--- src/rtl/plot_arbiter.sv ---
// Round-robin owner of the single vga_adapter pixel-write port; drawers stream whole bursts.
// Optional PLOT_CLIP_EN: off-screen pixels are accepted but not plotted, and counted in clip_cnt.
module plot_arbiter #(
    parameter int N         = 4,
    parameter int MAX_BURST = 1024,
    parameter int SCREEN_W  = 160,
    parameter int SCREEN_H  = 120
) (
    input  logic              clk,
    input  logic              reset,
    input  logic              freeze,
    input  logic [N-1:0]      req,
    input  logic [N-1:0]      pix_valid,
    input  logic [N-1:0]      pix_last,
    input  logic [10*N-1:0]   pix_x,
    input  logic [10*N-1:0]   pix_y,
    input  logic [3*N-1:0]    pix_colour,
    output logic [N-1:0]      grant,
    output logic [N-1:0]      pix_ready,
    output logic [9:0]        vga_x,
    output logic [9:0]        vga_y,
    output logic [2:0]        vga_colour,
    output logic              vga_plot,
    output logic              busy,
    output logic [7:0]        clip_cnt,
    output logic [1:0]        dbg_state
);

    localparam int IW = $clog2(N);
    localparam logic [10:0] WD_LAST = 11'(MAX_BURST - 1);

    if (N < 2 || N > 8 || MAX_BURST < 1 || MAX_BURST > 2048 ||
        SCREEN_W < 1 || SCREEN_W > 1024 || SCREEN_H < 1 || SCREEN_H > 1024) begin : g_param_check
        $error("plot_arbiter: parameter out of range");
    end

    typedef enum logic [1:0] {
        S_IDLE  = 2'd0,
        S_BURST = 2'd1,
        S_GAP   = 2'd2
    } state_t;

    // Handshake: a pixel moves on pix_valid[i] & pix_ready[i]; pix_ready is the registered
    // grant, so only the owner ever sees ready and the adapter side has no backpressure.
    state_t          state_q, state_d;
    logic [N-1:0]    grant_q, grant_d;
    logic [IW-1:0]   owner_q, owner_d;
    logic [IW-1:0]   rr_ptr_q, rr_ptr_d;
    logic [10:0]     beat_q, beat_d;
    logic [9:0]      vga_x_q, vga_x_d;
    logic [9:0]      vga_y_q, vga_y_d;
    logic [2:0]      vga_colour_q, vga_colour_d;
    logic            vga_plot_q, vga_plot_d;
`ifdef PLOT_CLIP_EN
    logic [7:0]      clip_q, clip_d;
`endif

    logic [9:0]      sel_x, sel_y;
    logic [2:0]      sel_colour;
    logic            sel_valid, sel_last, sel_req;
    logic            pix_ok;
    logic            found;
    logic [IW-1:0]   pick;
    int              idx;
    int              nxt;

    always_comb begin
        sel_x      = pix_x[int'(owner_q)*10 +: 10];
        sel_y      = pix_y[int'(owner_q)*10 +: 10];
        sel_colour = pix_colour[int'(owner_q)*3 +: 3];
        sel_valid  = pix_valid[owner_q] & grant_q[owner_q];
        sel_last   = pix_last[owner_q];
        sel_req    = req[owner_q];
`ifdef PLOT_CLIP_EN
        pix_ok     = (sel_x < 10'(SCREEN_W)) && (sel_y < 10'(SCREEN_H));
`else
        pix_ok     = 1'b1;
`endif

        // First requester at or after rr_ptr, wrapping modulo N.
        found = 1'b0;
        pick  = '0;
        idx   = 0;
        for (int k = 0; k < N; k++) begin
            idx = int'(rr_ptr_q) + k;
            if (idx >= N) idx = idx - N;
            if (!found && req[idx]) begin
                found = 1'b1;
                pick  = IW'(idx);
            end
        end

        nxt = int'(owner_q) + 1;
        if (nxt >= N) nxt = 0;
    end

    always_comb begin
        state_d      = state_q;
        grant_d      = grant_q;
        owner_d      = owner_q;
        rr_ptr_d     = rr_ptr_q;
        beat_d       = beat_q;
        vga_x_d      = vga_x_q;
        vga_y_d      = vga_y_q;
        vga_colour_d = vga_colour_q;
        vga_plot_d   = 1'b0;
`ifdef PLOT_CLIP_EN
        clip_d       = clip_q;
`endif

        case (state_q)
            // The gap cycle arbitrates like idle, so a waiting requester is granted two
            // cycles after the previous burst's last transfer with one grant-free cycle.
            S_IDLE, S_GAP: begin
                if (!freeze && found) begin
                    state_d       = S_BURST;
                    grant_d       = '0;
                    grant_d[pick] = 1'b1;
                    owner_d       = pick;
                    beat_d        = '0;
                end else begin
                    state_d = S_IDLE;
                end
            end
            S_BURST: begin
                if (sel_valid) begin
                    beat_d = beat_q + 11'd1;
                    if (pix_ok) begin
                        vga_x_d      = sel_x;
                        vga_y_d      = sel_y;
                        vga_colour_d = sel_colour;
                        vga_plot_d   = 1'b1;
                    end
`ifdef PLOT_CLIP_EN
                    else if (clip_q != 8'hFF) begin
                        clip_d = clip_q + 8'd1;
                    end
`endif
                end
                if ((sel_valid && (sel_last || beat_q == WD_LAST)) || (!sel_req && !sel_valid)) begin
                    state_d  = S_GAP;
                    grant_d  = '0;
                    rr_ptr_d = IW'(nxt);
                end
            end
            default: state_d = S_IDLE;
        endcase
    end

    always_ff @(posedge clk) begin
        if (reset) begin
            state_q      <= S_IDLE;
            grant_q      <= '0;
            owner_q      <= '0;
            rr_ptr_q     <= '0;
            beat_q       <= '0;
            vga_x_q      <= '0;
            vga_y_q      <= '0;
            vga_colour_q <= '0;
            vga_plot_q   <= 1'b0;
`ifdef PLOT_CLIP_EN
            clip_q       <= '0;
`endif
        end else begin
            state_q      <= state_d;
            grant_q      <= grant_d;
            owner_q      <= owner_d;
            rr_ptr_q     <= rr_ptr_d;
            beat_q       <= beat_d;
            vga_x_q      <= vga_x_d;
            vga_y_q      <= vga_y_d;
            vga_colour_q <= vga_colour_d;
            vga_plot_q   <= vga_plot_d;
`ifdef PLOT_CLIP_EN
            clip_q       <= clip_d;
`endif
        end
    end

    assign grant      = grant_q;
    assign pix_ready  = grant_q;
    assign vga_x      = vga_x_q;
    assign vga_y      = vga_y_q;
    assign vga_colour = vga_colour_q;
    assign vga_plot   = vga_plot_q;
    assign busy       = (state_q != S_IDLE);
    assign dbg_state  = state_q;
`ifdef PLOT_CLIP_EN
    assign clip_cnt   = clip_q;
`else
    assign clip_cnt   = 8'd0;
`endif

endmodule

--- config.mk ---
export PLATFORM = sky130hd
export DESIGN_NAME = plot_arbiter
export DESIGN_NICKNAME = d
export VERILOG_FILES = /design/src/rtl/plot_arbiter.sv
export SDC_FILE = /design/constraint.sdc
export NUM_CORES = 1
export LEC_CHECK = 0
export ABC_AREA = 1
export ABC_CLOCK_PERIOD_IN_PS = 2060
export CORE_MARGIN = 3
export CORE_UTILIZATION = 40
export DETAILED_ROUTE_END_ITERATION = 16
export PLACE_DENSITY = 0.89
export REMOVE_ABC_BUFFERS = 1
export SETUP_SLACK_MARGIN = 0.3
export SLEW_MARGIN = 20
export SYNTH_ARGS = -nofsm -noshare
export SYNTH_HDL_FRONTEND = slang
export SYNTH_SLANG_ARGS = --single-unit
--- constraint.sdc ---
create_clock -name clk -period 2.06 [get_ports clk]
set_input_delay 0.412 -clock clk [delete_from_list [all_inputs] [get_ports clk]]
set_output_delay 0.412 -clock clk [all_outputs]
set_load 0.01 [all_outputs]
==> impl_results.rst <==
.. list-table::
   :header-rows: 1

   * - Metric
     - Value
   * - Global-route usage over all layers
     - approximately 22%
   * - Quantity of I/O buffers inserted on ports
     - about 140
   * - IO Pins
     - 150
   * - Power after layout
     - 3.120 mW
   * - Count of nets after finishing
     - 720
   * - Die Wd
     - between 90 and 100 microns
   * - Ant diodes
     - 0
   * - Detailed-routing iteration count for the pre-antenna-repair pass
     - 4
   * - RSZ-0062 raised after global routing
     - yes
   * - Area of the die
     - just over 8000 sq um
   * - Antenna viol nets, final
     - 0
   * - Combined area of all synthesized cells
     - 2887 sq um
   * - PD cells
     - ~670 nW/um^2
   * - Switching part of the total power
     - a little under two fifths
   * - Sink count of the clock tree
     - 45
   * - Global-route congestion overflow total
     - 0
   * - Area overhead of the layout relative to synthesis
     - 60.77%
   * - Post-Synth XOR/XNOR Area
     - under 10%
   * - Compound-Gate Fraction of Synth Area
     - between 20% and 30%
   * - Clk network pwr share
     - 20.5%
   * - Number of distinct library cell variants in the gate-level netlist after synthesis
     - 29
   * - Share of synthesized area occupied by flip-flops and latches
     - 31.21%
   * - Fillcell total
     - a little over 600
   * - Die height
     - between 90 and 100 microns
   * - Data required time of the critical path
     - 2.29 ns
   * - Status
     - completed
   * - Clock Path Buffers
     - 2
   * - Latest clock arrival within the worst-skew pair
     - around 0.29 ns
   * - Critical-path maximum fanout
     - 14
   * - Largest net degree at the start of global routing
     - 33
   * - Class of the tightest hold or removal check
     - flop to flop
   * - Largest cells by area after synthesis
     - sky130_fd_sc_hd__dfxtp_1 (31%), sky130_fd_sc_hd__nor2_1 (16%), sky130_fd_sc_hd__o21ai_0 (13%)
   * - Adder and majority cell fraction of the synthesized area
     - less than 1%
   * - Period minus WS final
     - around 1.7 ns
   * - Number of synthesized register bits
     - between 40 and 50
   * - Share of cell area taken by muxes after synthesis
     - 0%
   * - Sum of negative setup slack
     - 0 ns
   * - Initial Util
     - 41.79%
   * - Clock input transition at the sequential cells of the worst setup and hold paths
     - 0.08 ns
   * - Number of pins with negative max-slew slack in the final report
     - 0
   * - Row count
     - 30
   * - Logic pwr share
     - between 40% and 50%
   * - Post-Place Cells
     - about 700
   * - Final hold violation count
     - 0
   * - Vias in the first global route
     - ~3,300
   * - Wire length of the first global-routing pass
     - roughly 15,000 microns
   * - Fraction of the mapped netlist area in simple logic gates
     - 34.20%
   * - Dominant combinational cell family by area after synthesis
     - simple AND/OR/NAND/NOR gates
   * - Seq pwr share
     - around a third
   * - Routed WL per cell
     - 13.96 microns
   * - Worst Clk Skew
     - between 0.01 and 0.015 ns
   * - Gate count of the mapped netlist
     - 470
   * - Standard cell core area
     - between 6000 and 7000 sq um
   * - Violation count after the first detailed-routing iteration
     - 197
   * - Number of buffers added to fix hold violations after cts
     - 0
   * - Reg-to-reg slack, setup
     - 0.39 ns
   * - Half-perimeter wire length after detailed placement
     - between 7000 and 8000 microns
   * - Share of Yosys cell area claimed by the top area cell type
     - between 30% and 40%
   * - CTS tree
     - done
   * - Crit Path Category
     - flop to flop
   * - Number of non-filler instances in the completed layout
     - between 700 and 800
   * - Number of antenna violations at the first check in global routing
     - 0
   * - Max-cap violation count
     - 0
   * - Synthesized area per cell
     - 6.142 sq um
   * - Fraction of final layout cells sized beyond drive strength 1
     - roughly an eighth
   * - Via density
     - roughly 5.1
   * - Inserted Clock Buffers
     - 5
   * - Category of the worst setup path launch point
     - flop
   * - Cell accounting for the most synthesized area
     - sky130_fd_sc_hd__dfxtp_1
   * - Number of levels the H-tree was split into
     - 2
   * - Final Wtd Congestion
     - ~0.85
   * - CTS Root Buffer Type
     - sky130_fd_sc_hd__clkbuf_8
   * - Share of the clock period used by the worst path after layout
     - roughly 80%
   * - Crit path capture type
     - flop
   * - Worst vdd ir
     - between 0.0003 and 0.0004 V
   * - Wirelength, routed
     - between 9000 and 10,000 microns
   * - Data arrival time of the worst path
     - between 1.5 and 2 ns
   * - Final design area excluding fillers
     - ~4600 sq um
   * - Reported leakage power
     - about 1.9 nW
   * - Total cell area at the placement stage
     - roughly 4400 sq um
   * - Vias after detailed routing
     - 3,604
   * - Peak Freq
     - between 500 and 600 MHz
   * - Pint
     - between 1.5 and 2 mW
   * - Total DRC errors in the routed layout
     - 0
   * - Yosys synthesis warning count
     - 0
   * - Total setup violations reported at the end of the flow
     - 0
   * - Switching power
     - 1.150 mW
[power groups by stage]
stage | clock network [mW] | logic, mW | registers (mW)
2_1_floorplan | 0 | 0.632 | 1.10
3_3_place_gp | 0 | 1.32 | 1.02
3_5_place_dp | 0 | 1.34 | 1.02
4_1_cts | 0.652 | 1.37 | 1.01
5_1_grt | 0.697 | 1.60 | 1.03
6_report | 0.641 | 1.46 | 1.02
[timing repair]
action / 4_1_cts / 5_1_grt
gates resized for setup: 7 / 40
buffers inserted: 1 / 6
endpoints found under the setup margin: 16 / 35
cloned: 0 / 1
pin swaps: 1 / 16
[per-stage QoR]
step / util, % / setup slack (ns) / hold WS [ns]
3_5_place_dp: 63.01 / -0.06762 / 0.4966
2_1_floorplan: - / -0.7608 / 0.4579
5_1_grt: 67.19 / 0.2808 / 0.5362
6_report: 67.19 / 0.3907 / 0.5078
4_1_cts: 65.02 / 0.3133 / 0.5092
3_3_place_gp: 63.01 / -0.008732 / 0.4873
[worst max-delay path: stages (launching register included)]
cell	delay, ns
sky130_fd_sc_hd__dfxtp_2	0.34
sky130_fd_sc_hd__buf_6	0.13
sky130_fd_sc_hd__inv_8	0.08
sky130_fd_sc_hd__nand2_1	0.11
sky130_fd_sc_hd__nand3_2	0.09
sky130_fd_sc_hd__nand2_2	0.07
sky130_fd_sc_hd__nor2_4	0.14
sky130_fd_sc_hd__nand3_2	0.09
sky130_fd_sc_hd__nand2_4	0.15
sky130_fd_sc_hd__nand2_8	0.12
sky130_fd_sc_hd__inv_6	0.10
sky130_fd_sc_hd__nand2_1	0.05
sky130_fd_sc_hd__a21oi_1	0.14
[flip-flops by register name (all words and copies together), names as in the netlist]
register,count
beat_q,11
vga_x,10
vga_y,10
grant,4
vga_colour,3
dbg_state,2
owner_q,2
rr_ptr_q,2
vga_plot,1
[final timing paths]
kind                            cells after the start         to        start
worst max register to register                     12  beat_q[7]  rr_ptr_q[0]
worst max-delay path                               12  beat_q[7]  rr_ptr_q[0]
worst min register to register                      2  beat_q[0]    beat_q[0]
worst min-delay path                                2  beat_q[0]    beat_q[0]
[cells in the mapped netlist]
cell type,count
sky130_fd_sc_hd__a21oi_1,20
sky130_fd_sc_hd__buf_2,6
sky130_fd_sc_hd__buf_4,12
sky130_fd_sc_hd__buf_6,2
sky130_fd_sc_hd__clkbuf_1,17
sky130_fd_sc_hd__conb_1,1
sky130_fd_sc_hd__dfxtp_1,45
sky130_fd_sc_hd__ha_1,2
sky130_fd_sc_hd__inv_1,18
sky130_fd_sc_hd__inv_2,4
sky130_fd_sc_hd__inv_8,1
sky130_fd_sc_hd__nand2_1,75
sky130_fd_sc_hd__nand2_2,3
sky130_fd_sc_hd__nand2_4,2
sky130_fd_sc_hd__nand3_1,25
sky130_fd_sc_hd__nand3_2,2
sky130_fd_sc_hd__nand4_1,1
sky130_fd_sc_hd__nor2_1,121
sky130_fd_sc_hd__nor2_2,1
sky130_fd_sc_hd__nor2_4,2
sky130_fd_sc_hd__nor3_1,2
sky130_fd_sc_hd__nor3b_1,1
sky130_fd_sc_hd__nor4_1,1
sky130_fd_sc_hd__o21ai_0,77
sky130_fd_sc_hd__o21ai_1,1
sky130_fd_sc_hd__o22ai_1,23
sky130_fd_sc_hd__or2_2,1
sky130_fd_sc_hd__xnor2_1,1
sky130_fd_sc_hd__xor2_1,3
[cells in the final DEF, fill, tap and decap left out, types with 13 or more instances in the layout]
cell type	n
sky130_fd_sc_hd__dfxtp_1	40
sky130_fd_sc_hd__buf_4	18
sky130_fd_sc_hd__nor2_1	118
sky130_fd_sc_hd__nand2_1	65
sky130_fd_sc_hd__inv_1	13
sky130_fd_sc_hd__o22ai_1	23
sky130_fd_sc_hd__o21ai_0	76
sky130_fd_sc_hd__nand3_1	20
sky130_fd_sc_hd__clkdlybuf4s50_1	136
sky130_fd_sc_hd__a21oi_1	20
[layout make-up]
type | instances | area [sq um] | share of cell area (%)
multi-input cells | 372 | 1795 | 38.69
well taps | 96 | 120.1 | 2.588
inverters | 23 | 108.9 | 2.346
clock buffers | 5 | 68.82 | 1.483
flip-flops and latches | 45 | 907.1 | 19.55
repair buffers | 164 | 1605 | 34.59
clock inverters | 2 | 35.03 | 0.7549
[logic make-up after synthesis]
logic type / count (synthesis)
AND/OR/NAND/NOR: 237
AO/OA/AOI/OAI: 121
buffers and inverters: 60
flip-flops: 45
XOR/XNOR: 4
adder cells (fa/ha/maj): 2
other: 1
[metal layers]
| layer | up-vias | routed length, microns | GRT usage [%] |
|---|---|---|---|
| met5 | - | 0 | 0 |
| met4 | 0 | 167 | 6.281 |
| met3 | 17 | 892 | 5.800 |
| met2 | 165 | 4830 | 39.61 |
| met1 | 1610 | 3977 | 26.11 |
| li1 | 1812 | - | - |
Power figures use the tool's default switching activity.
